--- src/rtl/ps2_host_tx_pkg.sv ---
// Shared constants, state encoding and parity helper for the PS/2 host command path.
package ps2_host_tx_pkg;

  localparam logic [7:0] PS2_CMD_LEDS   = 8'hED;
  localparam logic [7:0] PS2_CMD_RESET  = 8'hFF;
  localparam logic [7:0] PS2_RSP_ACK    = 8'hFA;
  localparam logic [7:0] PS2_RSP_RESEND = 8'hFE;
  localparam logic [7:0] PS2_RSP_BAT_OK = 8'hAA;

  typedef enum logic [2:0] {
    S_IDLE,
    S_INHIBIT,
    S_RTS,
    S_SEND,
    S_ACKBIT,
    S_WAITRSP
  } ps2_tx_state_e;

  // Parity bit that makes {parity, data} contain an odd number of ones.
  function automatic logic odd_parity(input logic [7:0] b);
    return ~^b;
  endfunction

endpackage

--- src/rtl/ps2_host_tx_clk_filter.sv ---
// 8-tap glitch filter on the PS/2 clock pin with a falling-edge strobe; shared with the keyboard decoder.
module ps2_clk_filter (
  input  logic i_clk,
  input  logic i_rst_n,
  input  logic i_ce,
  input  logic i_ps2_clk,
  output logic o_fall
);

  logic [7:0] r_shift;
  logic       r_level;

  always_ff @(posedge i_clk or negedge i_rst_n) begin
    if (!i_rst_n) begin
      r_shift <= 8'hFF;
      r_level <= 1'b1;
    end else if (i_ce) begin
      r_shift <= {r_shift[6:0], i_ps2_clk};
      if (r_shift == 8'hFF)      r_level <= 1'b1;
      else if (r_shift == 8'h00) r_level <= 1'b0;
    end
  end

  // Strobe on the very tick the filtered level drops.
  assign o_fall = i_ce & r_level & (r_shift == 8'h00);

endmodule

--- src/rtl/ps2_host_tx.sv ---
// PS/2 host-to-device command sender: inhibit, request-to-send, clock out one byte, then await the reply.
module ps2_host_tx #(
  parameter int INHIBIT_CYCLES = 1600,
  parameter int TIMEOUT_CYCLES = 32000,
  parameter int MAX_RETRY      = 3
) (
  input  logic       i_clk,
  input  logic       i_rst_n,
  input  logic       i_ce,
  input  logic [1:0] i_ps2,
  output logic       o_ps2_clk_oe,
  output logic       o_ps2_dat_oe,
  input  logic       i_req,
  input  logic [7:0] i_cmd,
  output logic       o_busy,
  output logic       o_done,
  output logic       o_err,
  output logic [7:0] o_rsp,
  input  logic       i_rx_valid,
  input  logic [7:0] i_rx_data,
  output logic       o_rx_block
);
  import ps2_host_tx_pkg::*;

  localparam int RW = (MAX_RETRY < 1) ? 1 : $clog2(MAX_RETRY + 1);

  ps2_tx_state_e r_state, w_state;
  logic [15:0]   r_timer, w_timer;
  logic [3:0]    r_idx, w_idx;
  logic [8:0]    r_sr, w_sr;
  logic [7:0]    r_cmd, w_cmd, r_rsp, w_rsp;
  logic [RW-1:0] r_retry, w_retry;
  logic r_clk_oe, w_clk_oe, r_dat_oe, w_dat_oe, r_busy, w_busy;
  logic r_rx_block, w_rx_block, r_done, w_done, r_err, w_err;
  logic r_dat, w_fall, w_expired;

  ps2_clk_filter u_clk_filter (
    .i_clk     (i_clk),
    .i_rst_n   (i_rst_n),
    .i_ce      (i_ce),
    .i_ps2_clk (i_ps2[0]),
    .o_fall    (w_fall)
  );

  assign w_expired = (r_timer == 16'd0);

  always_comb begin
    w_state    = r_state;
    w_timer    = w_expired ? 16'd0 : r_timer - 16'd1;
    w_idx      = r_idx;
    w_sr       = r_sr;
    w_cmd      = r_cmd;
    w_rsp      = r_rsp;
    w_retry    = r_retry;
    w_clk_oe   = r_clk_oe;
    w_dat_oe   = r_dat_oe;
    w_busy     = r_busy;
    w_rx_block = r_rx_block;
    w_done     = 1'b0;
    w_err      = 1'b0;
    unique case (r_state)
      S_IDLE: if (i_req) begin
        w_cmd      = i_cmd;
        w_busy     = 1'b1;
        w_rx_block = 1'b1;
        w_clk_oe   = 1'b1;
        w_timer    = 16'(INHIBIT_CYCLES);
        w_state    = S_INHIBIT;
      end
      S_INHIBIT: if (w_expired) begin
        w_sr     = {odd_parity(r_cmd), r_cmd};
        w_dat_oe = 1'b1;
        w_timer  = 16'(TIMEOUT_CYCLES - 1);
        w_state  = S_RTS;
      end
      // RTS and SEND share one timeout window, measured from RTS entry.
      S_RTS: begin
        w_clk_oe = 1'b0;
        w_idx    = 4'd0;
        w_state  = S_SEND;
      end
      S_SEND: begin
        if (w_fall) begin
          if (r_idx == 4'd9) begin
            w_dat_oe = 1'b0;
            w_timer  = 16'(TIMEOUT_CYCLES - 1);
            w_state  = S_ACKBIT;
          end else begin
            w_dat_oe = ~r_sr[0];
            w_sr     = {1'b0, r_sr[8:1]};
            w_idx    = r_idx + 4'd1;
          end
        end else if (w_expired) w_err = 1'b1;
      end
      S_ACKBIT: begin
        if (w_fall) begin
          if (!r_dat) begin
            w_rx_block = 1'b0;
            w_timer    = 16'(TIMEOUT_CYCLES - 1);
            w_state    = S_WAITRSP;
          end else w_err = 1'b1;
        end else if (w_expired) w_err = 1'b1;
      end
      S_WAITRSP: begin
        if (i_rx_valid) begin
          w_rsp = i_rx_data;
          if (i_rx_data == PS2_RSP_ACK || i_rx_data == PS2_RSP_BAT_OK) w_done = 1'b1;
          else if (i_rx_data == PS2_RSP_RESEND && r_retry < RW'(MAX_RETRY)) begin
            w_retry    = r_retry + 1'b1;
            w_clk_oe   = 1'b1;
            w_rx_block = 1'b1;
            w_timer    = 16'(INHIBIT_CYCLES);
            w_state    = S_INHIBIT;
          end else w_err = 1'b1;
        end else if (w_expired) w_err = 1'b1;
      end
      default: w_state = S_IDLE;
    endcase
    if (w_done || w_err) begin
      w_state    = S_IDLE;
      w_busy     = 1'b0;
      w_rx_block = 1'b0;
      w_retry    = '0;
      w_clk_oe   = 1'b0;
      w_dat_oe   = 1'b0;
    end
  end

  always_ff @(posedge i_clk or negedge i_rst_n) begin
    if (!i_rst_n) begin
      r_state    <= S_IDLE;
      r_timer    <= 16'd0;
      r_idx      <= 4'd0;
      r_sr       <= 9'd0;
      r_cmd      <= 8'd0;
      r_rsp      <= 8'd0;
      r_retry    <= '0;
      r_clk_oe   <= 1'b0;
      r_dat_oe   <= 1'b0;
      r_busy     <= 1'b0;
      r_rx_block <= 1'b0;
      r_done     <= 1'b0;
      r_err      <= 1'b0;
      r_dat      <= 1'b1;
    end else if (i_ce) begin
      r_state    <= w_state;
      r_timer    <= w_timer;
      r_idx      <= w_idx;
      r_sr       <= w_sr;
      r_cmd      <= w_cmd;
      r_rsp      <= w_rsp;
      r_retry    <= w_retry;
      r_clk_oe   <= w_clk_oe;
      r_dat_oe   <= w_dat_oe;
      r_busy     <= w_busy;
      r_rx_block <= w_rx_block;
      r_done     <= w_done;
      r_err      <= w_err;
      r_dat      <= i_ps2[1];
    end
  end

  assign o_ps2_clk_oe = r_clk_oe;
  assign o_ps2_dat_oe = r_dat_oe;
  assign o_busy       = r_busy;
  assign o_done       = r_done;
  assign o_err        = r_err;
  assign o_rsp        = r_rsp;
  assign o_rx_block   = r_rx_block;

endmodule

--- config.mk ---
export PLATFORM = sky130hd
export DESIGN_NAME = ps2_host_tx
export DESIGN_NICKNAME = d
export VERILOG_FILES = /design/src/rtl/ps2_host_tx_pkg.sv /design/src/rtl/ps2_host_tx_clk_filter.sv /design/src/rtl/ps2_host_tx.sv
export SDC_FILE = /design/constraint.sdc
export NUM_CORES = 1
export LEC_CHECK = 0
export ABC_AREA = 1
export BUFFER_PORTS_ARGS = -buffer_cell sky130_fd_sc_hd__buf_2
export CAP_MARGIN = 20
export CORE_ASPECT_RATIO = 0.6
export CORE_UTILIZATION = 35
export CTS_BUF_LIST = sky130_fd_sc_hd__clkbuf_8
export CTS_CLUSTER_DIAMETER = 40
export CTS_CLUSTER_SIZE = 20
export DETAILED_ROUTE_END_ITERATION = 6
export PLACE_DENSITY = 0.48
export SETUP_SLACK_MARGIN = 0.1
export SLEW_MARGIN = 20
export SYNTH_ARGS = -nofsm -noshare
export SYNTH_HDL_FRONTEND = slang
export SYNTH_SLANG_ARGS = --single-unit
--- constraint.sdc ---
create_clock -name i_clk -period 4.19 [get_ports i_clk]
set_clock_uncertainty 0.15 [all_clocks]
set_input_delay 0.838 -clock i_clk [delete_from_list [all_inputs] [get_ports i_clk]]
set_output_delay 0.838 -clock i_clk [all_outputs]
set_load 0.1 [all_outputs]
## After elaboration in Yosys (flattened, before gate mapping)

Cells that the tools add are included.

- Flip-flop bits (word level): 66
- Logic and storage cells: 139
- Input port bits: 23
- Output and inout bits: 14

- Muxes and demuxes: 64
- Reduce and logical (&&, ||, !) cells: 29
- Equal/unequal tests: 23
- Bitwise operators: 3
- Magnitude comparators: 1
- Add/sub/neg operators: 3

Operators with widths:

| operator | count |
|---|---|
| $mux 16 | 10 |
| $pmux 16 s5 | 1 |
| $eq 8x8->1 const B | 4 |
| $mux 3 | 10 |
| $mux 9 | 3 |
| $mux 1 | 26 |
| $ne 3x3->1 const B | 7 |
| $pmux 3 s6 | 1 |
| $pmux 9 s2 | 1 |
| $logic_not 16->1 | 1 |
| $reduce_bool 2->1 | 8 |
| $sub 16x1->16 const B | 1 |
| $mux 2 | 5 |
| $reduce_and 10->1 | 1 |
| $reduce_and 5->1 | 2 |
| $pmux 1 s3 | 3 |
| $reduce_and 3->1 | 3 |
| $logic_not 8->1 | 1 |
| $mux 4 | 2 |
| $pmux 4 s2 | 1 |
| $reduce_and 4->1 | 2 |
| $reduce_and 8->1 | 1 |
| $reduce_bool 4->1 | 2 |
| $reduce_xnor 8->1 | 1 |
| 19 further kinds | 26 |

## Depth between registers and ports, before layout

- Word-level depth: 9
- Depth in mapped cells: 14
- Depth with buffers taken out: 14

## By module

A second synthesis with hierarchy kept.

- Cells, all modules: 493
- Area, all modules: 3777.4 µm²

By module, submodules not included:

| module | sequential area each (µm²) | instances | area an instance (µm²) | cells each |
|---|---|---|---|---|
| ps2_host_tx | 1427.6 | 1 | 3387.0 | 448 |
| ps2_clk_filter | 236.5 | 1 | 390.4 | 45 |

## Worst setup path before layout

No wires, ideal clock.

- Path kind: input to register
- Start: input port i_rx_data[0]
- End: register r_timer[13]
- Slack: 2069 ps
- Setup time: 142 ps
- Buffers on the path: 0
- Data required time: 3898 ps
- Data arrival time: 1829 ps
- Stages on the path: 12
- Cell sequence: inv_1 -> nand2_1 -> nor2_1 -> nand3_1 -> nor2_1 -> inv_1 -> nand2_1 -> nand2_1 -> nor2_1 -> nand2_1 -> nand3_1 -> a22oi_1

- Word-level cells in the longest chain between the ends: 6
- Elaborated cells on any way between the ends: 9
- Those cells by class: eq/ne: 3; mux: 4; reduce/logical: 2

RTL lines:

| item | RTL line | source |
|---|---|---|
| start, declared | ps2_host_tx.sv:20 | `input logic [7:0] i_rx_data,` |
| $eq 8x8->1 | ps2_host_tx.sv:108 | `else if (i_rx_data == PS2_RSP_RESEND && r_retry < RW'(MAX_RETRY)) begin` |
| $logic_and 1x1->1 | ps2_host_tx.sv:108 |  |
| $mux 16 | ps2_host_tx.sv:108 |  |
| $mux 16 (*) | ps2_host_tx.sv:107 | `if (i_rx_data == PS2_RSP_ACK \|\| i_rx_data == PS2_RSP_BAT_OK) w_done = 1'b1;` |
| $mux 16 (*) | ps2_host_tx.sv:105 | `if (i_rx_valid) begin` |
| $pmux 16 s5 (*) | ps2_host_tx.sv:61 | `unique case (r_state)` |
| end signal, assigned | ps2_host_tx.sv:147 | `r_timer <= w_timer;` |
| end, declared | ps2_host_tx.sv:28 | `logic [15:0] r_timer, w_timer;` |

Every way passes the cells marked *; elsewhere a longest branch is shown, timed or not.
A chain may end at the register's enable or synchronous reset.

## Final worst setup path

- Start: input port i_ce
- End: register r_state[0]

- Word-level cells in the longest chain between the ends: 7
- Elaborated cells on any way between the ends: 17
- Those cells by class: eq/ne: 9; mux: 4; bitwise: 2; reduce/logical: 2

RTL lines:

| item | RTL line | source |
|---|---|---|
| start, declared | ps2_host_tx.sv:9 | `input logic i_ce,` |
| $and 1x1->1 (2 in series) | ps2_host_tx_clk_filter.sv:25 | `assign o_fall = i_ce & r_level & (r_shift == 8'h00);` |
| $mux 1 (on tied branches) | ps2_host_tx.sv:96, ps2_host_tx.sv:83 |  |
| $pmux 1 s3 | ps2_host_tx.sv:61 |  |
| $logic_or 1x1->1 | ps2_host_tx.sv:119 | `if (w_done \|\| w_err) begin` |
| $ne 3x2->1 (no source line) or $ne 3x3->1 (tied branches) | n/a |  |
| $reduce_and 10->1 (no source line) | n/a |  |
| end signal, assigned | ps2_host_tx.sv:146 | `r_state <= w_state;` |
| end, declared | ps2_host_tx.sv:27 | `ps2_tx_state_e r_state, w_state;` |

Several ways; a longest one is shown, not always the timed one.

==> results.tsv <==
metric	value	unit
relSlewSlack	65.93	%
cts_buffers	9	
avgSynthCellArea	8.170	um^2
drc_errors	0	
ios	37	
grt_busiest_layer	met1	
place_hpwl	7686	um
drt_wl_total	9889	um
nets	542	
vias_per_cell	4.980	
use_met2	22.70	%
worstSetupPathType	in2reg	
syn_nets	501	
synthAdderAreaFrac	1.292	%
cts_num_sinks	66	
synth_common_cells	nand2_1 (106), dfrtp_1 (56), inv_1 (47), nor2_1 (40), o21ai_0 (36)	
start_kind	input pin	
worstPathRequired	4.33	ns
cts_tree	done	
groute.usage.overall	19.17	%
final.min_clock_period	2.437	ns
placed_area	4204	um^2
finalSetupTns	0	ns
io_buffers	36	
synth_top_area_share	36.19	%
arrival	2.57	ns
grtUsageMet1	32.02	%
grt_max_degree	40	
rsz0062_at_grt	false	
gr-total-overflow	0	
syn_area	3872	um^2
tightest_slew	0.5071	ns
fp.dieH	83.48	um
synth_compound_area_share	12.18	%
ys.flop_type	dfrtp_1	
leakagePower	2.160	nW
grt_pass1_vias	3121	
postCtsHoldBufs	0	
drive_gt1_share	24.04	%
ys_ff_latch	66	
final_hold_viol_count	0	
h-tree-depth	3	
final_max_slew_viol_count	0	
synth_top_family_by_area	simple AND/OR/NAND/NOR gates	
rows	29	
syn_inst	474	
cp-end-kind	flop	
synth-xor-area-share	4.071	%
initial_utilization	36.30	%
outcome	completed	
grt_first_pass_wirelength	16700	um
insertion_delay	0.35	ns
async_reset_ff_share	100.0	%
num_vias	3282	
dr.first_iter.drc_count	280	
vdd_ir_drop_max	331.2	uV
antenna_found_initial	0	
synth-simple-area-share	28.47	%
fin_crit_sh	58.16	%
maxCapViolations	0	
post_cts_buffers	0	
p_per_area	617.9	nW/um^2
antenna_left	0	
clk_pin_slew	0.08	ns
wire_per_inst	15.01	um
core	10670	um^2
fmax	410.4	MHz
ys_warn_count	0	
gp_congestion	0.8727	
synth_cell_types	44	
synth_edf_count	0	
synth_most_common_cell	nand2_1	
clockBufferDepth	2	
yosysSeqAreaShare	42.97	%
crit_fanout	27	
synthToLayoutAreaGrowth	14.22	%
die_x	137.8	um
use_met3	6.072	%
synth_top_area_cell	dfrtp_1	
n_antenna_cell	0	
dr.pass1.iters	4	
hold_path.class	in2async	
final_cell_area	4423	um^2
dieArea	11500	um^2
cts_root_buf	clkbuf_8	
synth_area_leaders	dfrtp_1 (36%), nand2_1 (10%), dfstp_2 (6.8%)	
cts.repair.resized	0	
muxShareOfSynthArea	4.136	%
setup_viol	0	
## metal layers
layer  part of all wire (%)  wire length, um  up-vias
met5                      0                0        -
met4                   0.73               72        0
met3                    5.7              559        9
met2                     36             3522       68
met1                     58             5734     1568
li1                       -                -     1637
## per-stage QoR
step           total power, mW  std cells  worst slack, ns  utilization, %  hold WS, ns
2_1_floorplan            1.872        474            2.069               -       0.2829
3_3_place_gp             2.121        643            1.382           39.41       0.3067
3_5_place_dp             2.132        643            1.396           39.41       0.3075
4_1_cts                  2.751        659            1.749           41.46       0.1752
5_1_grt                  2.939        659            1.584           41.46       0.1784
6_report                 2.733        659            1.753           41.46       0.1867
## final timing paths
check / slack, ns / end / start / cells past startpoint
worst max-delay path: 1.75 / r_state[0] / i_ce / 13
worst min-delay path: 0.19 / r_cmd[2] / i_rst_n / 1
worst max register to register: 1.81 / r_state[1] / r_state[1] / 11
worst min register to register: 0.33 / u_clk_filter.r_shift[7] / u_clk_filter.r_shift[7] / 2
max in group asynchronous: 2.93 / o_rsp[5] / i_rst_n / 2
min in group i_clk: 0.33 / u_clk_filter.r_shift[7] / u_clk_filter.r_shift[7] / 2
## layout make-up
cell class	instances	area [um^2]
fillers	1135	6245
multi-input cells	341	1942
flip-flops and latches	66	1664
inverters	57	214.0
repair buffers	40	210.2
well taps	139	173.9
clock buffers	10	137.6
clock inverters	6	81.33
## registers in the layout, indices dropped and copies added, names as in the netlist
signal / flops
o_rx_block: 1
o_err: 1
u_clk_filter.r_level: 1
o_rsp: 8
o_busy: 1
u_clk_filter.r_shift: 8
r_state: 3
r_dat: 1
o_ps2_dat_oe: 1
r_sr: 9
r_idx: 4
r_retry: 2
o_ps2_clk_oe: 1
r_timer: 16
r_cmd: 8
o_done: 1
## cells in the final DEF (no fill, tap or decap), drive strengths merged, types with 6 or more instances in the layout
cell type,n
clkbuf,10
a22oi,6
nor2,55
dfrtp,56
buf,40
mux2,8
dfstp,10
a21oi,13
xnor2,8
mux2i,7
o21ai,48
nand2,116
nand4,10
xor2,10
nand3,27
inv,58
nor3,10
## logic make-up after synthesis
| group | Yosys count |
|---|---|
| AOI/OAI and AO/OA | 81 |
| xor gates and xnor gates | 18 |
| buffers and inverters | 67 |
| and+or+nand+nor | 223 |
| muxes | 15 |
| DFF | 66 |
| adders and majority gates | 4 |
## critical path: stages
cell and delay, ns:
buf_2 0.39, nand2_1 0.10, inv_1 0.10, nand3_1 0.11
nand2_1 0.10, nand2_1 0.07, nand2_2 0.09, nand3_2 0.15
inv_2 0.18, nand2_1 0.10, a21oi_1 0.18, nand3_1 0.10
nand2_1 0.07
## report_power, final
part | total, mW | internal, mW | switching, mW | leakage (nW)
logic | 1.14 | 0.399 | 0.744 | 1.25
clock network | 0.598 | 0.347 | 0.251 | 0.113
registers | 0.991 | 0.823 | 0.168 | 0.797
total | 2.73 | 1.57 | 1.16 | 2.16
(Power assumes the default switching activity.)
